<file path="config.mk">
export PLATFORM = sky130hd
export DESIGN_NAME = uart_rx_fifo
export DESIGN_NICKNAME = d
export VERILOG_FILES = /design/src/rtl/uart_rx_fifo.sv
export SDC_FILE = /design/constraint.sdc
export NUM_CORES = 1
export LEC_CHECK = 0
export CELL_PAD_IN_SITES_DETAIL_PLACEMENT = 2
export CELL_PAD_IN_SITES_GLOBAL_PLACEMENT = 2
export CORE_MARGIN = 10
export CORE_UTILIZATION = 45
export DETAILED_ROUTE_END_ITERATION = 12
export GPL_ROUTABILITY_DRIVEN = 0
export GPL_TIMING_DRIVEN = 0
export PLACE_DENSITY = 0.73
export SLEW_MARGIN = 25
export SYNTH_ARGS = -nofsm -noshare
export SYNTH_HDL_FRONTEND = slang
export SYNTH_SLANG_ARGS = --single-unit
</file>
<file path="constraint.sdc">
create_clock -name clk -period 8 [get_ports clk]
set_clock_uncertainty 0.2 [all_clocks]
set_input_delay 2 -clock clk [delete_from_list [all_inputs] [get_ports clk]]
set_output_delay 2 -clock clk [all_outputs]
set_load 0.01 [all_outputs]
</file>
<file path="src/rtl/uart_rx_fifo.sv">
// 8N1 UART receiver feeding a show-ahead byte FIFO.
// Includes sticky frame-error and overrun flags, cleared by err_clr.
module uart_rx_fifo #(
  parameter int BAUD_DIV = 868,
  parameter int FIFO_AW  = 4
) (
  input  logic               clk,
  input  logic               rst,
  input  logic               rxd,
  input  logic               rd_en,
  output logic [7:0]         rd_data,
  output logic               recv_flag,
  output logic [FIFO_AW:0]   count,
  output logic               frame_err,
  output logic               overrun,
  input  logic               err_clr
);

  localparam int CW    = $clog2(BAUD_DIV);
  localparam int DEPTH = 1 << FIFO_AW;

  typedef enum logic [2:0] {IDLE, START, DATA, STOP, WAIT_HIGH} state_t;

  state_t              state, state_nxt;
  logic [CW-1:0]       cnt, cnt_nxt;
  logic [2:0]          bit_idx, bit_idx_nxt;
  logic [7:0]          shift, shift_nxt;
  logic                rx_meta, rx_sync;
  logic                push, frame_set;

  logic [7:0]          mem [DEPTH];
  logic [FIFO_AW-1:0]  wr_ptr, rd_ptr;
  logic                full, do_push, do_pop, overrun_set;

  // Synchronizer flops reset to the idle level so reset never looks like a start bit.
  always_ff @(posedge clk or posedge rst) begin
    if (rst) begin
      rx_meta <= 1'b1;
      rx_sync <= 1'b1;
    end else begin
      rx_meta <= rxd;
      rx_sync <= rx_meta;
    end
  end

  always_ff @(posedge clk or posedge rst) begin
    if (rst) begin
      state   <= IDLE;
      cnt     <= '0;
      bit_idx <= '0;
      shift   <= '0;
    end else begin
      state   <= state_nxt;
      cnt     <= cnt_nxt;
      bit_idx <= bit_idx_nxt;
      shift   <= shift_nxt;
    end
  end

  always_comb begin
    state_nxt   = state;
    cnt_nxt     = cnt;
    bit_idx_nxt = bit_idx;
    shift_nxt   = shift;
    push        = 1'b0;
    frame_set   = 1'b0;
    case (state)
      IDLE: begin
        if (!rx_sync) begin
          state_nxt = START;
          cnt_nxt   = CW'(BAUD_DIV / 2 - 1);
        end
      end
      // Half-bit delay lands all later samples near bit centres.
      START: begin
        if (cnt == '0) begin
          if (rx_sync) begin
            state_nxt = IDLE;
          end else begin
            state_nxt   = DATA;
            cnt_nxt     = CW'(BAUD_DIV - 1);
            bit_idx_nxt = '0;
          end
        end else begin
          cnt_nxt = cnt - CW'(1);
        end
      end
      DATA: begin
        if (cnt == '0) begin
          shift_nxt   = {rx_sync, shift[7:1]};
          cnt_nxt     = CW'(BAUD_DIV - 1);
          bit_idx_nxt = bit_idx + 3'd1;
          if (bit_idx == 3'd7) state_nxt = STOP;
        end else begin
          cnt_nxt = cnt - CW'(1);
        end
      end
      STOP: begin
        if (cnt == '0) begin
          if (rx_sync) begin
            push      = 1'b1;
            state_nxt = IDLE;
          end else begin
            frame_set = 1'b1;
            state_nxt = WAIT_HIGH;
          end
        end else begin
          cnt_nxt = cnt - CW'(1);
        end
      end
      WAIT_HIGH: begin
        if (rx_sync) state_nxt = IDLE;
      end
      default: state_nxt = IDLE;
    endcase
  end

  // A pop frees a slot in the same edge, so a full FIFO can still accept a push.
  assign recv_flag   = (count != '0);
  assign full        = (count == (FIFO_AW + 1)'(DEPTH));
  assign do_pop      = rd_en && recv_flag;
  assign do_push     = push && (!full || do_pop);
  assign overrun_set = push && full && !do_pop;
  assign rd_data     = recv_flag ? mem[rd_ptr] : 8'h00;

  always_ff @(posedge clk) begin
    if (do_push) mem[wr_ptr] <= shift;
  end

  always_ff @(posedge clk or posedge rst) begin
    if (rst) begin
      wr_ptr <= '0;
      rd_ptr <= '0;
      count  <= '0;
    end else begin
      if (do_push) wr_ptr <= wr_ptr + FIFO_AW'(1);
      if (do_pop)  rd_ptr <= rd_ptr + FIFO_AW'(1);
      case ({do_push, do_pop})
        2'b10:   count <= count + (FIFO_AW + 1)'(1);
        2'b01:   count <= count - (FIFO_AW + 1)'(1);
        default: count <= count;
      endcase
    end
  end

  always_ff @(posedge clk or posedge rst) begin
    if (rst) begin
      frame_err <= 1'b0;
      overrun   <= 1'b0;
    end else begin
      if (frame_set)    frame_err <= 1'b1;
      else if (err_clr) frame_err <= 1'b0;
      if (overrun_set)  overrun <= 1'b1;
      else if (err_clr) overrun <= 1'b0;
    end
  end

endmodule

</file>
Yosys cells after proc, flatten, opt, wreduce, memory -nomap -nowiden
Memories as Yosys holds them, arrays and structs flattened.
Cells that the tools add are included.
{"block": "word_totals", "reg_bits": 41, "ram_bits": 128, "input_bits": 5, "output_inout_bits": 16, "word_cells": 86, "n_memories": 1}
{"memory": "mem", "words": 16, "word_bits": 8, "read_ports": 1, "rd_clocked_by_memory_dff": 0, "wr": 1, "line": "31", "source": "logic [7:0] mem [DEPTH];"}
{"block": "op_classes", "n_addsub": 6, "eq_ne": 17, "muxes": 32, "n_reduce_logical": 19}
{"operator": "$mux W10", "n": 5}
{"operator": "$pmux W10 S4", "n": 1}
{"operator": "$mux W3", "n": 10}
{"operator": "$ne A2 B2 Y1 const B", "n": 8}
{"operator": "$pmux W3 S5", "n": 1}
{"operator": "$mux W1", "n": 11}
{"operator": "$logic_not A10 Y1", "n": 1}
{"operator": "$pmux W5 S2", "n": 1}
{"operator": "$sub A10 B1 Y10 const B", "n": 1}
{"operator": "$add A4 B1 Y4 const B", "n": 2}
{"operator": "$mux W8", "n": 1}
{"operator": "$reduce_and A4 Y1", "n": 2}
{"operator": "$reduce_bool A2 Y1", "n": 4}
{"operator": "$eq A3 B2 Y1 const B", "n": 2}
{"operator": "$eq A3 B3 Y1 const B", "n": 2}
{"operator": "$pmux W3 S2", "n": 1}
{"operator": "$reduce_and A6 Y1", "n": 1}
{"operator": "$add A5 B1 Y5 const B", "n": 1}
{"operator": "$eq A5 B5 Y1 const B", "n": 1}
{"operator": "$reduce_bool A5 Y1", "n": 1}
{"operator": "$sub A5 B1 Y5 const B", "n": 1}
{"operator": "$logic_and A1 B1 Y1", "n": 4}
{"operator": "$reduce_bool A4 Y1", "n": 1}
{"operator": "$add A3 B1 Y3 const B", "n": 1}
{"operator": "9 further kinds", "n": 10}

Depth between registers and ports, before layout
{"block": "logic_depth", "word_depth": 6, "depth_mapped": 12, "depth_no_buf": 11}

Least setup slack after synthesis
OpenSTA, ideal clock, no wires.
{"block": "synth_timing", "path_kind": "register -> output", "start": "register rd_ptr[0]", "end": "output port rd_data[0]", "t_arrival_ns": 2.104, "slack_ns": 3.696, "stages_incl_launch_ff": 6, "path_buffers": 2, "cell_sequence": "dfrtp_1 > clkbuf_1 > buf_2 > mux4_2 > mux4_2 > nor2b_1"}
{"block": "synth_between", "elab_chain_cells": 2}
{"item": "from (decl)", "line": "32", "source": "logic [FIFO_AW-1:0] wr_ptr, rd_ptr;"}
{"item": "from (signal assigned)", "line": "137", "source": "if (do_pop) rd_ptr <= rd_ptr + FIFO_AW'(1);"}
{"item": "$mem_v2 Z16 W8"}
{"item": "$mux W8", "line": "124", "source": "assign rd_data = recv_flag ? mem[rd_ptr] : 8'h00;"}
{"item": "to (decl)", "line": "11", "source": "output logic [7:0] rd_data,"}
No other way between the ends.

Final worst setup path
{"block": "layout_timing", "start": "register rd_ptr[0]", "end": "output port rd_data[3]"}
The elaborated chain is that of the path after synthesis.

==> metrics.csv <==
metric;value;unit
grt.overflow.total;0;
slew_headroom;33.50;%
post_cts_buffers;0;
synth_edf_count;128;
syn_to_final_growth;16.44;%
dieArea;0.02113;sq mm
p_int;1.636;mW
power;2.203;mW
cts_root_buffer;clkbuf_16;
p_switching;0.5670;mW
place_inst;648;
finalInstanceArea;0.008234;sq mm
r2r_start;cnt[1];
cts.sinks;169;
clkLatencyLatePin;0.43;ns
synth_top_area_share;54.35;%
worstSetupEndpointType;output pin;
worstReg2RegEnd;count[4];
synth-main-ff-cell;edfxtp_1;
io_pins;21;
cts_made_buffers;17;
crit_start;rd_ptr[0];
hold_slack;0.1676;ns
finalWirelength;17840;microns
grt_usage;17.57;%
yosys_warnings;0;
drt_pass1_iterations;4;
setup_viol;0;
critical_path_class;reg2out;
die_h;145.4;microns
seq_area_frac_synth;68.90;%
synthCells;412;
core_area;0.01531;sq mm
cp.required;5.80;ns
synth_nets;428;
cp.arrival;3.43;ns
drt_iter0_drc;268;
rsz0062_at_grt;false;
antenna_found_initial;0;
reg2reg_slack;4.26;ns
maxCapViolations;0;
cts_resized;0;
min_period_over_period;70.33;%
combPwrFrac;15.4;%
synth.avg_cell_area;17.16;sq um
ir_drop;0.1776;mV
grt_pass1_wl;28090;microns
placed_cell_area;0.007606;sq mm
post-synth-top-count-cell;edfxtp_1;
critPathMaxFanout;10;
clk_pin_slew;0.07;ns
r2r_cells;12;
async_reset_ff_share;24.26;%
outcome;complete, no violations;
instances_no_fill;681;
grt_max_degree;31;
ys_top_cells_by_area;edfxtp_1, dfrtp_1, mux4_2;
htree_levels;4;
drc_errors;0;
hold_class;reg2reg;
nets;472;
min_period;5.626;ns
wl_per_cell;26.20;microns
p_sw_share;25.74;%
vias_per_cell;5.689;
worstMarginPinSlew;0.9938;ns
synth-seq-cells;169;
cts_tree;yes;
vias;3874;
drive_gt1_share;22.39;%
hold_violations;0;
synth.distinct_cells;53;
fin_ws;2.374;ns
start_kind;register;
portBuffers;20;
p_leak;3.179;nW
fmax;177.7;MHz
finalMaxSlewViolations;0;
syn-cell-area;0.007072;sq mm
yosys-top-cells-count;edfxtp_1, mux4_2, dfrtp_1;
endpoint;rd_data[3];
clockBufferDepth;2;
rows;45;
yosysTopAreaCell;edfxtp_1;
place_ws;2.763;ns
ctsHoldBuffers;0;
pwr-share-clk;39.9;%
post-dp-hpwl;12030;microns
first_global_vias;4374;
p_seq_share;44.8;%
initial_utilization;46.18;%
finish.utilization;53.77;%
die_w;145.4;microns
p_per_area;267.5;mW/mm^2
tns;0;ns
ant_nets;0;
[final cells by class]
class                   count  area [sq um]
diodes                      1         2.502
plain buffers              20         81.33
clock buffers              17         425.4
clock inverters            15         200.2
fillers                  1361          7081
inverters                   9         33.78
multi-input cells         214          2105
flip-flops and latches    169          4872
well taps                 211         264.0
repair buffers             25         250.2
[worst min path at each step]
stage | from | end | cells after the start
2_1_floorplan | rx_meta | rx_sync | 0
3_3_place_gp | rx_meta | rx_sync | 0
3_5_place_dp | rx_meta | rx_sync | 0
4_1_cts | rx_meta | rx_sync | 0
5_1_grt | rx_meta | rx_sync | 0
6_report | rx_meta | rx_sync | 0
[worst max-delay path, cell delays in order (launching register included)]
cell             delay (ns)
dfrtp_1                0.36
clkbuf_1               0.40
buf_2                  0.44
mux4_2                 0.60
mux4_2                 0.50
nor2b_1                0.16
clkdlybuf4s50_1        0.52
[cell usage in the layout (no fill, tap or decap), types with 9 or more instances in the layout]
cell type        Yosys  routed
edfxtp_1           128     128
mux4_2              40      40
dfrtp_1             39      39
nor2_1              25      25
nand2_1             23      23
clkdlybuf4s50_1      0      20
clkbuf_16            0      17
clkbuf_1            13      13
ha_1                11      11
nor2b_1             10      10
mux2_2              10      10
o21ai_0              9       9
[power groups by stage]
stage	sequential (mW)	clock (mW)	combinational (mW)
5_1_grt	0.993	0.931	0.375
4_1_cts	0.986	0.893	0.349
6_report	0.986	0.878	0.339
3_3_place_gp	1.00	0	0.336
3_5_place_dp	1.00	0	0.347
2_1_floorplan	1.00	0	0.236
[cells by family after synthesis]
| kind of cell | after synthesis | synth area share, % |
|---|---|---|
| flops | 169 | 68.90 |
| xor+xnor | 10 | 1.239 |
| fa+ha+maj | 11 | 1.946 |
| compound gates | 45 | 4.282 |
| simple gates | 96 | 7.378 |
| mux | 52 | 14.63 |
| buf+inv | 29 | 1.628 |
[routing by layer]
metal / routed length [microns] / up-vias / global-route usage [%]
li1: - / 1709 / -
met1: 7331 / 2067 / 22.65
met2: 9290 / 79 / 29.43
met3: 999 / 19 / 3.043
met4: 218 / 0 / 5.915
met5: 0 / - / 0
[registers in the layout (all words and copies together) (netlist names), 3 cells and up]
| register | flops |
|---|---|
| cnt | 10 |
| bit_idx | 3 |
| wr_ptr | 4 |
| count | 5 |
| mem | 128 |
| shift | 8 |
| rd_ptr | 4 |
| state | 3 |
No activity file was read; power rests on OpenSTA's default activity.
